===== src/rtl/tinyqv_instr_aligner_if.sv =====
// Fetch-beat and instruction handshake bundle for tinyqv_instr_aligner.
// The slave modport is the aligner; the master modport is the fetch unit plus consumer.
interface tinyqv_instr_aligner_if #(
  parameter int unsigned DEPTH_HW = 8,
  parameter int unsigned FETCH_HW = 2
);
  localparam int unsigned LVL_W = $clog2(DEPTH_HW) + 1;

  logic                    flush;
  logic [22:0]             pc_in;
  logic                    fetch_valid;
  logic                    fetch_ready;
  logic [16*FETCH_HW-1:0]  fetch_data;
  logic                    instr_valid;
  logic                    instr_ready;
  logic [31:0]             instr;
  logic [2:1]              instr_len;
  logic [22:0]             instr_pc;
  logic [LVL_W-1:0]        level;

  modport master (
    output flush, pc_in, fetch_valid, fetch_data, instr_ready,
    input  fetch_ready, instr_valid, instr, instr_len, instr_pc, level
  );

  modport slave (
    input  flush, pc_in, fetch_valid, fetch_data, instr_ready,
    output fetch_ready, instr_valid, instr, instr_len, instr_pc, level
  );
endinterface


===== src/rtl/tinyqv_instr_aligner.sv =====
// Instruction aligner: queues 16-bit halfwords from fetch beats in a circular
// buffer and presents complete 16/32-bit RISC-V instructions with their PC.
// Optional macro TINYQV_ALIGNER_BYPASS_EN: present an instruction straight from
// the incoming beat when the queue is empty (combinational fetch->instr path).
module tinyqv_instr_aligner #(
  parameter int unsigned DEPTH_HW = 8,
  parameter int unsigned FETCH_HW = 2
) (
  input logic                   clk,
  input logic                   rstn,
  tinyqv_instr_aligner_if.slave bus
);
  localparam int unsigned PTR_W = $clog2(DEPTH_HW);
  localparam int unsigned LVL_W = PTR_W + 1;
  localparam int unsigned PC_W  = 23;
  localparam int unsigned CNT_W = 2;
  localparam logic [LVL_W-1:0] READY_MAX = LVL_W'(DEPTH_HW - FETCH_HW);

  logic [15:0]      mem [DEPTH_HW];
  logic [PTR_W-1:0] rd_ptr, rd_ptr_d;
  logic [PTR_W-1:0] wr_ptr, wr_ptr_d;
  logic [LVL_W-1:0] level_q, level_d;
  logic [PC_W-1:0]  pc_q, pc_d;
  logic             skip_q, skip_d;

  logic             accept;
  logic [15:0]      in_hw [FETCH_HW];
  logic [CNT_W-1:0] in_cnt;
  logic             byp;
  logic [15:0]      h0, h1;
  logic [LVL_W-1:0] avail;
  logic             is32;
  logic             pop;
  logic [CNT_W-1:0] pop_cnt;
  logic [CNT_W-1:0] wr_shift;
  logic [CNT_W-1:0] wr_cnt;
  logic [CNT_W-1:0] rd_adv;
  logic [15:0]      wr_hw [FETCH_HW];

  assign bus.fetch_ready = !bus.flush && (level_q <= READY_MAX);
  assign accept          = bus.fetch_valid && bus.fetch_ready;
  assign bus.level       = level_q;
  assign bus.instr_pc    = pc_q;

  // Split the beat into halfwords; a pending skip drops the low halfword.
  always_comb begin
    for (int i = 0; i < FETCH_HW; i++) begin
      in_hw[i] = bus.fetch_data[16*i +: 16];
    end
    in_cnt = CNT_W'(FETCH_HW);
    if (skip_q) begin
      in_hw[0] = bus.fetch_data[16*(FETCH_HW-1) +: 16];
      in_cnt   = CNT_W'(1);
    end
  end

  // Select the head halfwords: from the buffer, or from the beat when bypassing.
  always_comb begin
    h0    = mem[rd_ptr];
    h1    = mem[rd_ptr + PTR_W'(1)];
    avail = level_q;
    byp   = 1'b0;
`ifdef TINYQV_ALIGNER_BYPASS_EN
    if ((level_q == '0) && accept) begin
      byp   = 1'b1;
      h0    = in_hw[0];
      h1    = in_hw[FETCH_HW-1];
      avail = LVL_W'(in_cnt);
    end
`endif
  end

  // Decode the head and drive the instruction side of the handshake.
  always_comb begin
    is32            = (h0[1:0] == 2'b11);
    bus.instr_valid = !bus.flush &&
                      ((avail >= LVL_W'(2)) || ((avail == LVL_W'(1)) && !is32));
    bus.instr       = is32 ? {h1, h0} : {16'h0000, h0};
    bus.instr_len   = is32 ? 2'b10 : 2'b01;
    pop             = bus.instr_valid && bus.instr_ready;
    pop_cnt         = pop ? (is32 ? CNT_W'(2) : CNT_W'(1)) : CNT_W'(0);
  end

  // Work out which incoming halfwords get stored and how far each pointer moves.
  always_comb begin
    wr_shift = byp ? pop_cnt : CNT_W'(0);
    wr_cnt   = accept ? (in_cnt - wr_shift) : CNT_W'(0);
    rd_adv   = byp ? CNT_W'(0) : pop_cnt;
    for (int i = 0; i < FETCH_HW; i++) begin
      wr_hw[i] = in_hw[i];
    end
    if (wr_shift == CNT_W'(1)) begin
      wr_hw[0] = in_hw[FETCH_HW-1];
    end
  end

  // Next-state for pointers, level, PC and skip; flush overrides push and pop.
  always_comb begin
    rd_ptr_d = rd_ptr + PTR_W'(rd_adv);
    wr_ptr_d = wr_ptr + PTR_W'(wr_cnt);
    level_d  = level_q + LVL_W'(wr_cnt) - LVL_W'(rd_adv);
    pc_d     = pc_q + PC_W'(pop_cnt);
    skip_d   = accept ? 1'b0 : skip_q;
    if (bus.flush) begin
      rd_ptr_d = '0;
      wr_ptr_d = '0;
      level_d  = '0;
      pc_d     = bus.pc_in;
      skip_d   = (FETCH_HW == 2) && bus.pc_in[0];
    end
  end

  // Control state registers.
  always_ff @(posedge clk or negedge rstn) begin
    if (!rstn) begin
      rd_ptr  <= '0;
      wr_ptr  <= '0;
      level_q <= '0;
      pc_q    <= '0;
      skip_q  <= 1'b0;
    end else begin
      rd_ptr  <= rd_ptr_d;
      wr_ptr  <= wr_ptr_d;
      level_q <= level_d;
      pc_q    <= pc_d;
      skip_q  <= skip_d;
    end
  end

  // Halfword storage; contents are meaningless until level says otherwise.
  always_ff @(posedge clk) begin
    for (int i = 0; i < FETCH_HW; i++) begin
      if (CNT_W'(i) < wr_cnt) begin
        mem[wr_ptr + PTR_W'(i)] <= wr_hw[i];
      end
    end
  end
endmodule


===== src/flat_wrapper.sv =====
// flat-port wrapper written by rule: the top's interface ports become plain ports
module tinyqv_instr_aligner_flat 
#(
  parameter int unsigned DEPTH_HW = 8,
  parameter int unsigned FETCH_HW = 2
)
  (clk, rstn, bus_flush, bus_pc_in, bus_fetch_valid, bus_fetch_data, bus_instr_ready, bus_fetch_ready, bus_instr_valid, bus_instr, bus_instr_len, bus_instr_pc, bus_level);
  tinyqv_instr_aligner_if #(.DEPTH_HW(DEPTH_HW), .FETCH_HW(FETCH_HW)) bus_i ();
  input logic clk;
  input logic rstn;
  input wire logic [$bits(bus_i.flush)-1:0] bus_flush;
  input wire logic [$bits(bus_i.pc_in)-1:0] bus_pc_in;
  input wire logic [$bits(bus_i.fetch_valid)-1:0] bus_fetch_valid;
  input wire logic [$bits(bus_i.fetch_data)-1:0] bus_fetch_data;
  input wire logic [$bits(bus_i.instr_ready)-1:0] bus_instr_ready;
  output wire logic [$bits(bus_i.fetch_ready)-1:0] bus_fetch_ready;
  output wire logic [$bits(bus_i.instr_valid)-1:0] bus_instr_valid;
  output wire logic [$bits(bus_i.instr)-1:0] bus_instr;
  output wire logic [$bits(bus_i.instr_len)-1:0] bus_instr_len;
  output wire logic [$bits(bus_i.instr_pc)-1:0] bus_instr_pc;
  output wire logic [$bits(bus_i.level)-1:0] bus_level;
  assign bus_i.flush = bus_flush;
  assign bus_i.pc_in = bus_pc_in;
  assign bus_i.fetch_valid = bus_fetch_valid;
  assign bus_i.fetch_data = bus_fetch_data;
  assign bus_i.instr_ready = bus_instr_ready;
  assign bus_fetch_ready = bus_i.fetch_ready;
  assign bus_instr_valid = bus_i.instr_valid;
  assign bus_instr = bus_i.instr;
  assign bus_instr_len = bus_i.instr_len;
  assign bus_instr_pc = bus_i.instr_pc;
  assign bus_level = bus_i.level;
  tinyqv_instr_aligner #(.DEPTH_HW(DEPTH_HW), .FETCH_HW(FETCH_HW)) u_core (.clk(clk), .rstn(rstn), .bus(bus_i));
endmodule

===== config.mk =====
export PLATFORM = sky130hd
export DESIGN_NAME = tinyqv_instr_aligner_flat
export DESIGN_NICKNAME = d
export VERILOG_FILES = /design/src/rtl/tinyqv_instr_aligner_if.sv /design/src/rtl/tinyqv_instr_aligner.sv /design/src/flat_wrapper.sv
export SDC_FILE = /design/constraint.sdc
export NUM_CORES = 1
export LEC_CHECK = 0
export CORE_UTILIZATION = 45
export CTS_BUF_LIST = sky130_fd_sc_hd__clkbuf_16
export DETAILED_ROUTE_END_ITERATION = 6
export PLACE_DENSITY = 0.71
export SYNTH_ARGS = -nofsm -noshare
export SYNTH_HDL_FRONTEND = slang
export SYNTH_SLANG_ARGS = --single-unit

===== constraint.sdc =====
create_clock -name clk -period 6.8 [get_ports clk]
set_input_delay 1.36 -clock clk [delete_from_list [all_inputs] [get_ports clk]]
set_output_delay 1.36 -clock clk [all_outputs]
set_load 0.02 [all_outputs]

==> run summary, run 1 <==
Via/cell ratio = 6.07
Worst vdd ir = 170 uV
Commonest non-fill, non-tap cells in the layout = mux2_2 (144), edfxtp_1 (128), clkdlybuf4s50_1 (122)
Delay-heaviest family, CP = buffers and inverters
Root Buffer = clkbuf_16
Ys flop type = edfxtp_1
Fin. Hold Viols = 0
Drt pass-1 iters = 5
Setup WS pre-CTS = 2.08 ns
Slew @ Worst Pin = 1.19 ns
Total CTS buffers = 17
Die area = 22400 um2
Die Wd = 150 um
Layout cell share with drive strength beyond 1 = 0.357
Most frequent CP cell = buf_4
Syn_nets = 756
Clk buf depth = 2
Max_slew headroom = 0.206
Commonest non-fill, non-tap cell in the layout = mux2_2
Synth Register Bits = 162
First-pass GRT wire length = 38800 um
Final core utilization = 0.557
Period utilisation layout = 0.751
Mapped cell area = 9800 um2
Post-Syn Instances = 679
Total gr overflow = 0
# Post-CTS Setup Buffers = 0
Initial antenna violation count = 0
Worst-Skew Late Latency = 0.44 ns
CTS H-tree depth = 4
DR DRC count = 0
Starting density of the core = 0.462
P&R area growth vs syn = 20.6%
Nets = 870
Worst EP arrival = 3.75 ns
HP Class = reg -> reg
Reg clk slew, reported paths = 0.06 ns
Final Skew = 0.0189 ns
CP Launch Type = flip-flop
CTS tree = yes
Critical Path Fanout Max = 30
Yosys warnings = 0
DRT iter0 DRCs = 523
DRT Wirelength = 25500 um
Leak = 4.09 nW
Hold Buf Count CTS = 0
Number of diodes = 0
Die height = 150 um
Placeable core area = 21200 um2
Max Slew Vio Count = 0
Largest net degree at the start of global routing = 55
Pwr dens = 269 nW/um2
GP Congestion = 0.881
CP Buf/Inv Count = 3
Average size of a mapped cell = 14.4 um2
Via count = 6567
Placed Instance Area = 11300 um2
Vias in the first global route = 6887
Overall Global Routing Usage = 0.237
Ys async rst share = 0.210
Final min period = 5.11 ns
Fmax = 196 MHz
Crit-path cells = buf_4, ha_2, buf_4, mux4_2, nand2_1, a21oi_1, clkdlybuf4s50_1
I/O Buffers = 122
Fillers = 1685
Synth unique cells = 48
Req. time, crit path = 5.44 ns
CTS Sinks = 162
Max_cap viols = 0
Post-synth EDFFs = 128
RSZ-0062 raised after global routing = no
Crit. End Element = output pin
Fin area = 11800 um2
Routed Antenna Nets = 0
Post-synthesis sequential area ratio = 0.479
Final setup TNS = 0 ns
# IOs = 123
Std cell rows = 53
Routed WL per cell = 23.6 um
CP max stage cell = ha_2
Max stage delay on crit path = 1.00 ns
Crit path kind = reg -> out
Final HPWL DP = 16400 um
Final Worst Setup Slack = 1.69 ns
CTS resizes = 0
# setup viols final = 0
Status = finished clean
cells in the mapped netlist (2+ instances only):
cell	instances	area (um2)
mux2_2	144	1620
edfxtp_1	128	3840
mux4_2	64	1440
nand2_1	60	225
dfrtp_1	34	851
buf_2	22	110
a21oi_1	18	90.1
mux2_4	18	270
nor2_1	17	63.8
o21ai_0	17	85.1
inv_1	16	60.1
clkbuf_1	14	52.6
ha_1	12	150
nand3_1	12	60.1
xor2_1	12	105
or4_1	8	60.1
xnor2_1	8	70.1
o31ai_1	7	52.6
a31oi_1	6	37.5
and3_1	5	31.3
fa_1	5	100
nand4_1	5	31.3
nor2b_1	5	31.3
and4_1	4	35.0
buf_1	4	15.0
a21o_1	3	22.5
o211ai_1	3	22.5
or3_1	3	18.8
buf_6	2	22.5
buf_8	2	30.0
nand2b_1	2	12.5
nand3_2	2	20.0
nor3_2	2	20.0
through the flow:
stage	instances	total power [mW]	hold slack [ns]
after global placement	1049	2.30	0.534
after detailed placement	1049	2.33	0.551
after floorplan	679	1.96	0.608
final	1081	3.19	0.621
after global routing	1081	3.33	0.643
after CTS	1081	3.20	0.618
state kept, by name, summed over array words and instances, names as in the netlist:
register             cells
u_core.bus.instr_pc     23
u_core.bus.level         4
u_core.mem             128
u_core.rd_ptr            3
u_core.skip_q            1
u_core.wr_ptr            3
where the power goes:
part           internal (mW)  switching [mW]  leakage, nW  total, mW
registers               1.16          0.0678         1.58       1.22
clock network          0.468           0.410        0.246      0.878
logic                  0.566           0.519         2.26       1.08
total                   2.19           0.996         4.09       3.19
worst min-delay path, stage by stage (launching register included):
cell	delay, ns
dfrtp_1	0.40
o211ai_1	0.11
nand3_1	0.08
cell type report:
cell class / count / area [um2] / area share
flip-flops and latches: 162 / 4700 / 0.397
clock inverters: 15 / 111 / 0.00942
multi-input cells: 455 / 4830 / 0.408
repair buffers: 140 / 1360 / 0.115
clock buffers: 17 / 425 / 0.0360
inverters: 17 / 63.8 / 0.00540
well taps: 275 / 344 / 0.0291
logic make-up (layout without fill, tap and decap cells):
group | count (synthesis) | count (layout) | share of synthesized area
fa+ha+maj | 17 | 17 | 0.0255
compound gates | 61 | 61 | 0.0398
buf+inv | 62 | 189 | 0.0308
mux | 226 | 226 | 0.340
xor+xnor | 20 | 20 | 0.0179
simple gates | 131 | 131 | 0.0673
flops | 162 | 162 | 0.479
metal layers:
layer / global-route usage / wire length (um)
met3: 0.0482 / 1770
met4: 0.0755 / 422
met1: 0.294 / 10100
met2: 0.413 / 13200
met5: 0 / 0
path summary, 6_finish.rpt:
check                                                  startpoint                                 to  slack [ns]  depth (start not counted)
worst min-delay path            u_core.bus.instr_pc[20]$_DFF_PN0_  u_core.bus.instr_pc[20]$_DFF_PN0_        0.62                          2
worst max-delay path                   u_core.rd_ptr[1]$_DFF_PN0_                      bus_instr[22]        1.69                          7
max in group asynchronous                                    rstn         u_core.rd_ptr[0]$_DFF_PN0_        5.11                          2
worst min register to register  u_core.bus.instr_pc[20]$_DFF_PN0_  u_core.bus.instr_pc[20]$_DFF_PN0_        0.62                          2
min in group asynchronous                                    rstn   u_core.bus.instr_pc[4]$_DFF_PN0_        1.34                          2
worst max register to register         u_core.rd_ptr[2]$_DFF_PN0_  u_core.bus.instr_pc[17]$_DFF_PN0_        2.45                         10
(Power assumes the default switching activity.)
==> inputs of run 2 (changes only) <==
Settings changed: PLACE_DENSITY 0.71 to 0.73.
Clock period 6.8 ns to 4.12 ns, I/O delays scaled along.
==> run summary, run 2 (synthesis gave the netlist of run 1 again) <==
Status = finished clean
Placeable core area = 21200 um2 (unchanged)
# Post-CTS Setup Buffers = 0 (unchanged)
Die Wd = 150 um (unchanged)
# IOs = 123 (unchanged)
Highest routed layer = met4
DRT Wirelength = 25300 um (-0.83%)
First-pass GRT wire length = 38900 um (+0.18%)
Fillers = 1695 (+0.59%)
Final Skew = 0.00939 ns (-0.00948 ns)
Max_slew headroom = 0.364 (+0.158)
Number of diodes = 0 (unchanged)
Starting density of the core = 0.462 (unchanged)
Total CTS buffers = 17 (unchanged)
Final min period = 3.83 ns
Setup WS pre-CTS = 0.566 ns (-1.51 ns)
Commonest non-fill, non-tap cells in the layout = mux2_2 (144), edfxtp_1 (128), clkdlybuf4s50_1 (122)
Die height = 150 um (unchanged)
Layout cell share with drive strength beyond 1 = 0.367 (+0.00975)
Std cell rows = 53 (unchanged)
CTS Sinks = 162 (unchanged)
Tot Pwr = 5.57 mW (+75%)
Final Worst Setup Slack = 0.294 ns (-1.40 ns)
Routed WL per cell = 23.1 um (-2.1%)
CTS tree = yes
DR DRC count = 0 (unchanged)
Worst-Skew Late Latency = 0.43 ns (about the same)
Worst vdd ir = 315 uV (+85%)
I/O Buffers = 122 (unchanged)
Nets = 885 (+1.7%)
FF/Latch Area = 4700 um2 (unchanged)
Commonest non-fill, non-tap cell in the layout = mux2_2
# setup viols final = 0 (unchanged)
CTS H-tree depth = 4 (unchanged)
Period utilisation layout = 0.929
Max_cap viols = 0 (unchanged)
Hold Path Cell Cnt = 2 (unchanged)
Met3 WL = 1620 um (-8.3%)
Clk buf depth = 2 (unchanged)
Fin. Hold Viols = 0 (unchanged)
Max Slew Vio Count = 0 (unchanged)
CTS resizes = 0 (unchanged)
Crit. End Element = output pin
R2r worst-path depth = 10 (unchanged)
Drt pass-1 iters = 4 (-1)
DR WL met2 = 13100 um (-0.52%)
Vias in the first global route = 6900 (+0.19%)
Hold Buf Count CTS = 0 (unchanged)
Max reg flops = 128 (unchanged)
Leak = 4.23 nW (+3.5%)
P&R area growth vs syn = 22.9%
Routed Antenna Nets = 0 (unchanged)
Initial antenna violation count = 0 (unchanged)
RSZ-0062 raised after global routing = no
Overall Global Routing Usage = 0.237 (-0.000606)
Critical Path Fanout Max = 17 (-43%)
Via count = 6550 (-0.26%)
Final setup TNS = 0 ns (unchanged)
Req. time, crit path = 3.30 ns (-2.14 ns)
Reg clk slew, reported paths = 0.06 ns (about the same)
Footprint of the multi-input gates = 4820 um2 (-0.16%)
Total gr overflow = 0 (unchanged)
Largest net degree at the start of global routing = 45 (-18%)
HP Class = reg -> reg
Slew @ Worst Pin = 0.952 ns (-0.238 ns)
GP Congestion = 0.849 (-3.6%)
Worst EP arrival = 3.00 ns (-0.75 ns)
Pwr dens = 462 nW/um2 (+72%)
Root Buffer = clkbuf_16
DRT iter0 DRCs = 428 (-18%)
CP Launch Type = flip-flop
Final HPWL DP = 17000 um (+3.9%)
Via/cell ratio = 5.98 (-1.5%)
Largest register by flop count = u_core.mem
Fmax = 261 MHz
Wl on met1 = 10100 um (-0.38%)
Hold Slack = 0.616 ns (-0.00518 ns)
Die area = 22400 um2 (unchanged)
Crit path kind = reg -> out
## run 2: cell types whose count changed in the layout (fill, tap and decap cells not counted), sizes merged
cell	previous run	this run
buf	18	33
bufinv	0	5
clkinvlp	6	1
inv	21	20
## run 2: final timing paths
path | from | end | slack [ns]
setup / recovery | u_core.rd_ptr[0]$_DFF_PN0_ | bus_instr[29] | 0.29
hold / removal | u_core.skip_q$_DFFE_PN0P_ | u_core.skip_q$_DFFE_PN0P_ | 0.62
setup reg to reg | u_core.rd_ptr[0]$_DFF_PN0_ | u_core.bus.instr_pc[22]$_DFF_PN0_ | 0.60
hold reg to reg | u_core.skip_q$_DFFE_PN0P_ | u_core.skip_q$_DFFE_PN0P_ | 0.62
max in group asynchronous | rstn | u_core.bus.instr_pc[17]$_DFF_PN0_ | 2.46
min in group asynchronous | rstn | u_core.bus.level[3]$_DFF_PN0_ | 0.90
## run 2: critical path, cell delays in order (launching register included)
cell and delay (ns):
dfrtp_4 0.57, ha_2 0.36, buf_4 0.34, mux4_2 0.56
nand2_1 0.09, a21oi_1 0.08, clkdlybuf4s50_1 0.55
## run 2: final cells by class
| type | instances | area share |
|---|---|---|
| Clock inverter | 14 | 0.0177 |
| Clock buffer | 17 | 0.0353 |
| Multi-Input combinational cell | 455 | 0.400 |
| Timing Repair Buffer | 155 | 0.123 |
| Inverter | 17 | 0.00530 |
| Sequential cell | 162 | 0.390 |
| Tap cell | 275 | 0.0286 |
## run 2: through the flow
step / instance area [um2] / std cells / utilization
CTS: 12000 / 1095 / 0.568
detailed placement: 11400 / 1064 / 0.538
global route: 12000 / 1095 / 0.568
finish: 12000 / 1095 / 0.568
global placement: 11400 / 1064 / 0.538
floorplan: 9800 / 679 / -
## run 2: routing by layer
| layer | track usage | vias to the layer above |
|---|---|---|
| li1 | - | 2912 |
| met5 | 0 | - |
| met1 | 0.296 | 3343 |
| met3 | 0.0512 | 36 |
| met4 | 0.0770 | 0 |
| met2 | 0.406 | 259 |
## run 2: report_power, final
group          switching, mW  internal (mW)  total [mW]
clock network          0.655           1.07        1.73
logic                  0.883          0.952        1.84
registers             0.0996           1.91        2.01
==> inputs of run 3 (changes only) <==
Settings changed: PLACE_DENSITY 0.73 to 0.66, RECOVER_POWER set to 100.
==> run summary, run 3 (synthesis gave the netlist of run 1 again) <==
Flop-to-flop setup slack = 0.50 ns (-0.10 ns)
Hold Buf Count CTS = 0 (unchanged)
Worst EP arrival = 3.14 ns (+0.14 ns)
# Post-CTS Setup Buffers = 0 (unchanged)
Via count = 6519 (-0.47%)
Hold endpoint = u_core.skip_q$_DFFE_PN0P_
DRT iter0 DRCs = 413 (-3.5%)
NetSw = 1.64 mW (about the same)
Setup WS pre-CTS = 0.548 ns (-0.0181 ns)
Final HPWL DP = 17100 um (+0.70%)
Hold Startpoint = u_core.skip_q$_DFFE_PN0P_
I/O Buffers = 122 (unchanged)
Total gr overflow = 0 (unchanged)
Final setup TNS = 0 ns (unchanged)
Max_cap viols = 0 (unchanged)
Hold Slack = 0.601 ns (-0.0147 ns)
CTS tree = yes
Switching share of total power = 0.306 (+0.0122)
R2r worst-path depth = 9 (-1)
HP Class = reg -> reg
Hold Path Cell Cnt = 2 (unchanged)
Clk network pwr share = 0.292 (-0.018)
Final min period = 3.97 ns (+0.143 ns)
Footprint of the multi-input gates = 4700 um2 (-2.4%)
Die height = 150 um (unchanged)
Drt pass-1 iters = 5 (+1)
Commonest non-fill, non-tap cell in the layout = mux2_2
Placeable core area = 21200 um2 (unchanged)
Die Wd = 150 um (unchanged)
Die area = 22400 um2 (unchanged)
Grt met1 use = 0.320 (+0.0248)
Crit path kind = reg -> out
Max Slew Vio Count = 0 (unchanged)
Root Buffer = clkbuf_16
Commonest non-fill, non-tap cells in the layout = mux2_2 (141), edfxtp_1 (128), clkdlybuf4s50_1 (82)
Comb pwr share = 0.332 (+0.002)
Final Skew = 0.00820 ns (-0.00119 ns)
CP Launch Type = flip-flop
Largest register by flop count = u_core.mem
M3 GR Usage = 0.0457 (-0.00549)
Crit. End Element = output pin
P_int = 3.71 mW (-5.6%)
Nets = 886 (+0.11%)
# setup viols final = 0 (unchanged)
# IOs = 123 (unchanged)
Via/cell ratio = 5.94 (-0.65%)
Max stage delay on crit path = 0.65 ns (+0.08 ns)
P&R area growth vs syn = 20.4%
Std cell rows = 53 (unchanged)
Largest net degree at the start of global routing = 45 (unchanged)
CTS Sinks = 162 (unchanged)
Starting density of the core = 0.462 (unchanged)
CTS resizes = 0 (unchanged)
Worst-Skew Late Latency = 0.43 ns (about the same)
Req. time, crit path = 3.30 ns (about the same)
DRT Wirelength = 25800 um (+2.0%)
Total CTS buffers = 17 (unchanged)
Routed Antenna Nets = 0 (unchanged)
Busiest grt layer = met2
Clk buf depth = 2 (unchanged)
CP max stage cell = dlygate4sd3_1
Layout cell share with drive strength beyond 1 = 0.305 (-0.0617)
Fin. Hold Viols = 0 (unchanged)
Initial antenna violation count = 0 (unchanged)
Overall Global Routing Usage = 0.243 (+0.00693)
FF-to-FF End = u_core.bus.instr_pc[22]$_DFF_PN0_
Crit-path cells = clkbuf_4, mux4_2, mux2_2, dlygate4sd3_1
GR Layer Usage met2 = 0.410 (+0.00370)
Status = finished clean
First-pass GRT wire length = 39600 um (+1.8%)
Routed WL per cell = 23.5 um (+1.8%)
Reg clk slew, reported paths = 0.06 ns (about the same)
GP Congestion = 0.872 (+2.7%)
Vias in the first global route = 6707 (-2.8%)
RSZ-0062 raised after global routing = no
Worst flop-to-flop path startpoint = u_core.rd_ptr[0]$_DFF_PN0_
Leak = 4.04 nW (-4.6%)
CTS H-tree depth = 4 (unchanged)
DR DRC count = 0 (unchanged)
Fmax = 252 MHz (-3.6%)
Max_slew headroom = 0.0890 (-0.275)
Slew @ Worst Pin = 1.37 ns (+0.414 ns)
Period utilisation layout = 0.963 (+0.0346)
Final core utilization = 0.556 (-0.0116)
Critical Path Fanout Max = 29 (+12)
Worst vdd ir = 281 uV (-11%)
Max reg flops = 128 (unchanged)
Pwr dens = 453 nW/um2 (-2.0%)
Number of diodes = 0 (unchanged)
FF/Latch Area = 4700 um2 (unchanged)
Fillers = 1780 (+5.0%)
Final Worst Setup Slack = 0.151 ns (-0.143 ns)
Sequential Power Share = 0.376 (+0.016)
[run 3: cell types whose count changed in the layout (fill, tap and decap cells not counted), moves of 18 or more]
cell	previous run	this run
buf_4	32	8
mux2_4	18	0
clkdlybuf4s50_1	122	82
mux2_1	0	21
clkbuf_1	0	20
dlygate4sd3_1	0	40
[run 3: worst max-delay path, delay by kind of cell (launching register included)]
| kind | cells | cell delay (ns) |
|---|---|---|
| buffers and inverters | 2 | 1.19 |
| flip-flops | 1 | 0.63 |
| multiplexers | 2 | 0.88 |
[run 3: layer usage]
metal | vias up | share of wire
li1 | 2927 | -
met2 | 250 | 0.51
met5 | - | 0
met4 | 0 | 0.013
met1 | 3317 | 0.42
met3 | 25 | 0.058
[run 3: area by class of cell]
class	count	share of cell area
multi-input cells	455	0.399
flip-flops and latches	162	0.398
repair buffers	156	0.120
clock buffers	17	0.0361
well taps	275	0.0292
clock inverters	15	0.0121
inverters	17	0.00541
[run 3: worst max path at each step]
stage / end / from / depth (start not counted)
floorplan: u_core.bus.instr_pc[22]$_DFF_PN0_ / u_core.rd_ptr[0]$_DFF_PN0_ / 10
CTS: bus_instr[16] / u_core.rd_ptr[0]$_DFF_PN0_ / 6
global placement: bus_instr[16] / u_core.rd_ptr[0]$_DFF_PN0_ / 6
finish: bus_instr[14] / u_core.rd_ptr[0]$_DFF_PN0_ / 4
detailed placement: u_core.bus.instr_pc[22]$_DFF_PN0_ / u_core.rd_ptr[0]$_DFF_PN0_ / 9
global route: bus_instr[30] / u_core.rd_ptr[0]$_DFF_PN0_ / 6
[run 3: through the flow]
step | power, mW | cells | instance area, um2
6_report | 5.35 | 1097 | 11800
3_5_place_dp | 3.90 | 1065 | 11400
5_1_grt | 5.58 | 1097 | 11800
4_1_cts | 5.45 | 1097 | 12000
3_3_place_gp | 3.86 | 1065 | 11400
2_1_floorplan | 3.24 | 679 | 9800
[run 3: power by group through the flow]
| stage | Sequential, mW | Combinational (mW) | Clock, mW |
|---|---|---|---|
| final | 2.01 | 1.78 | 1.56 |
| after global routing | 2.03 | 1.92 | 1.64 |
| after CTS | 2.01 | 1.86 | 1.58 |
| after detailed placement | 2.04 | 1.85 | 0 |
| after global placement | 2.04 | 1.82 | 0 |
| after floorplan | 2.05 | 1.19 | 0 |
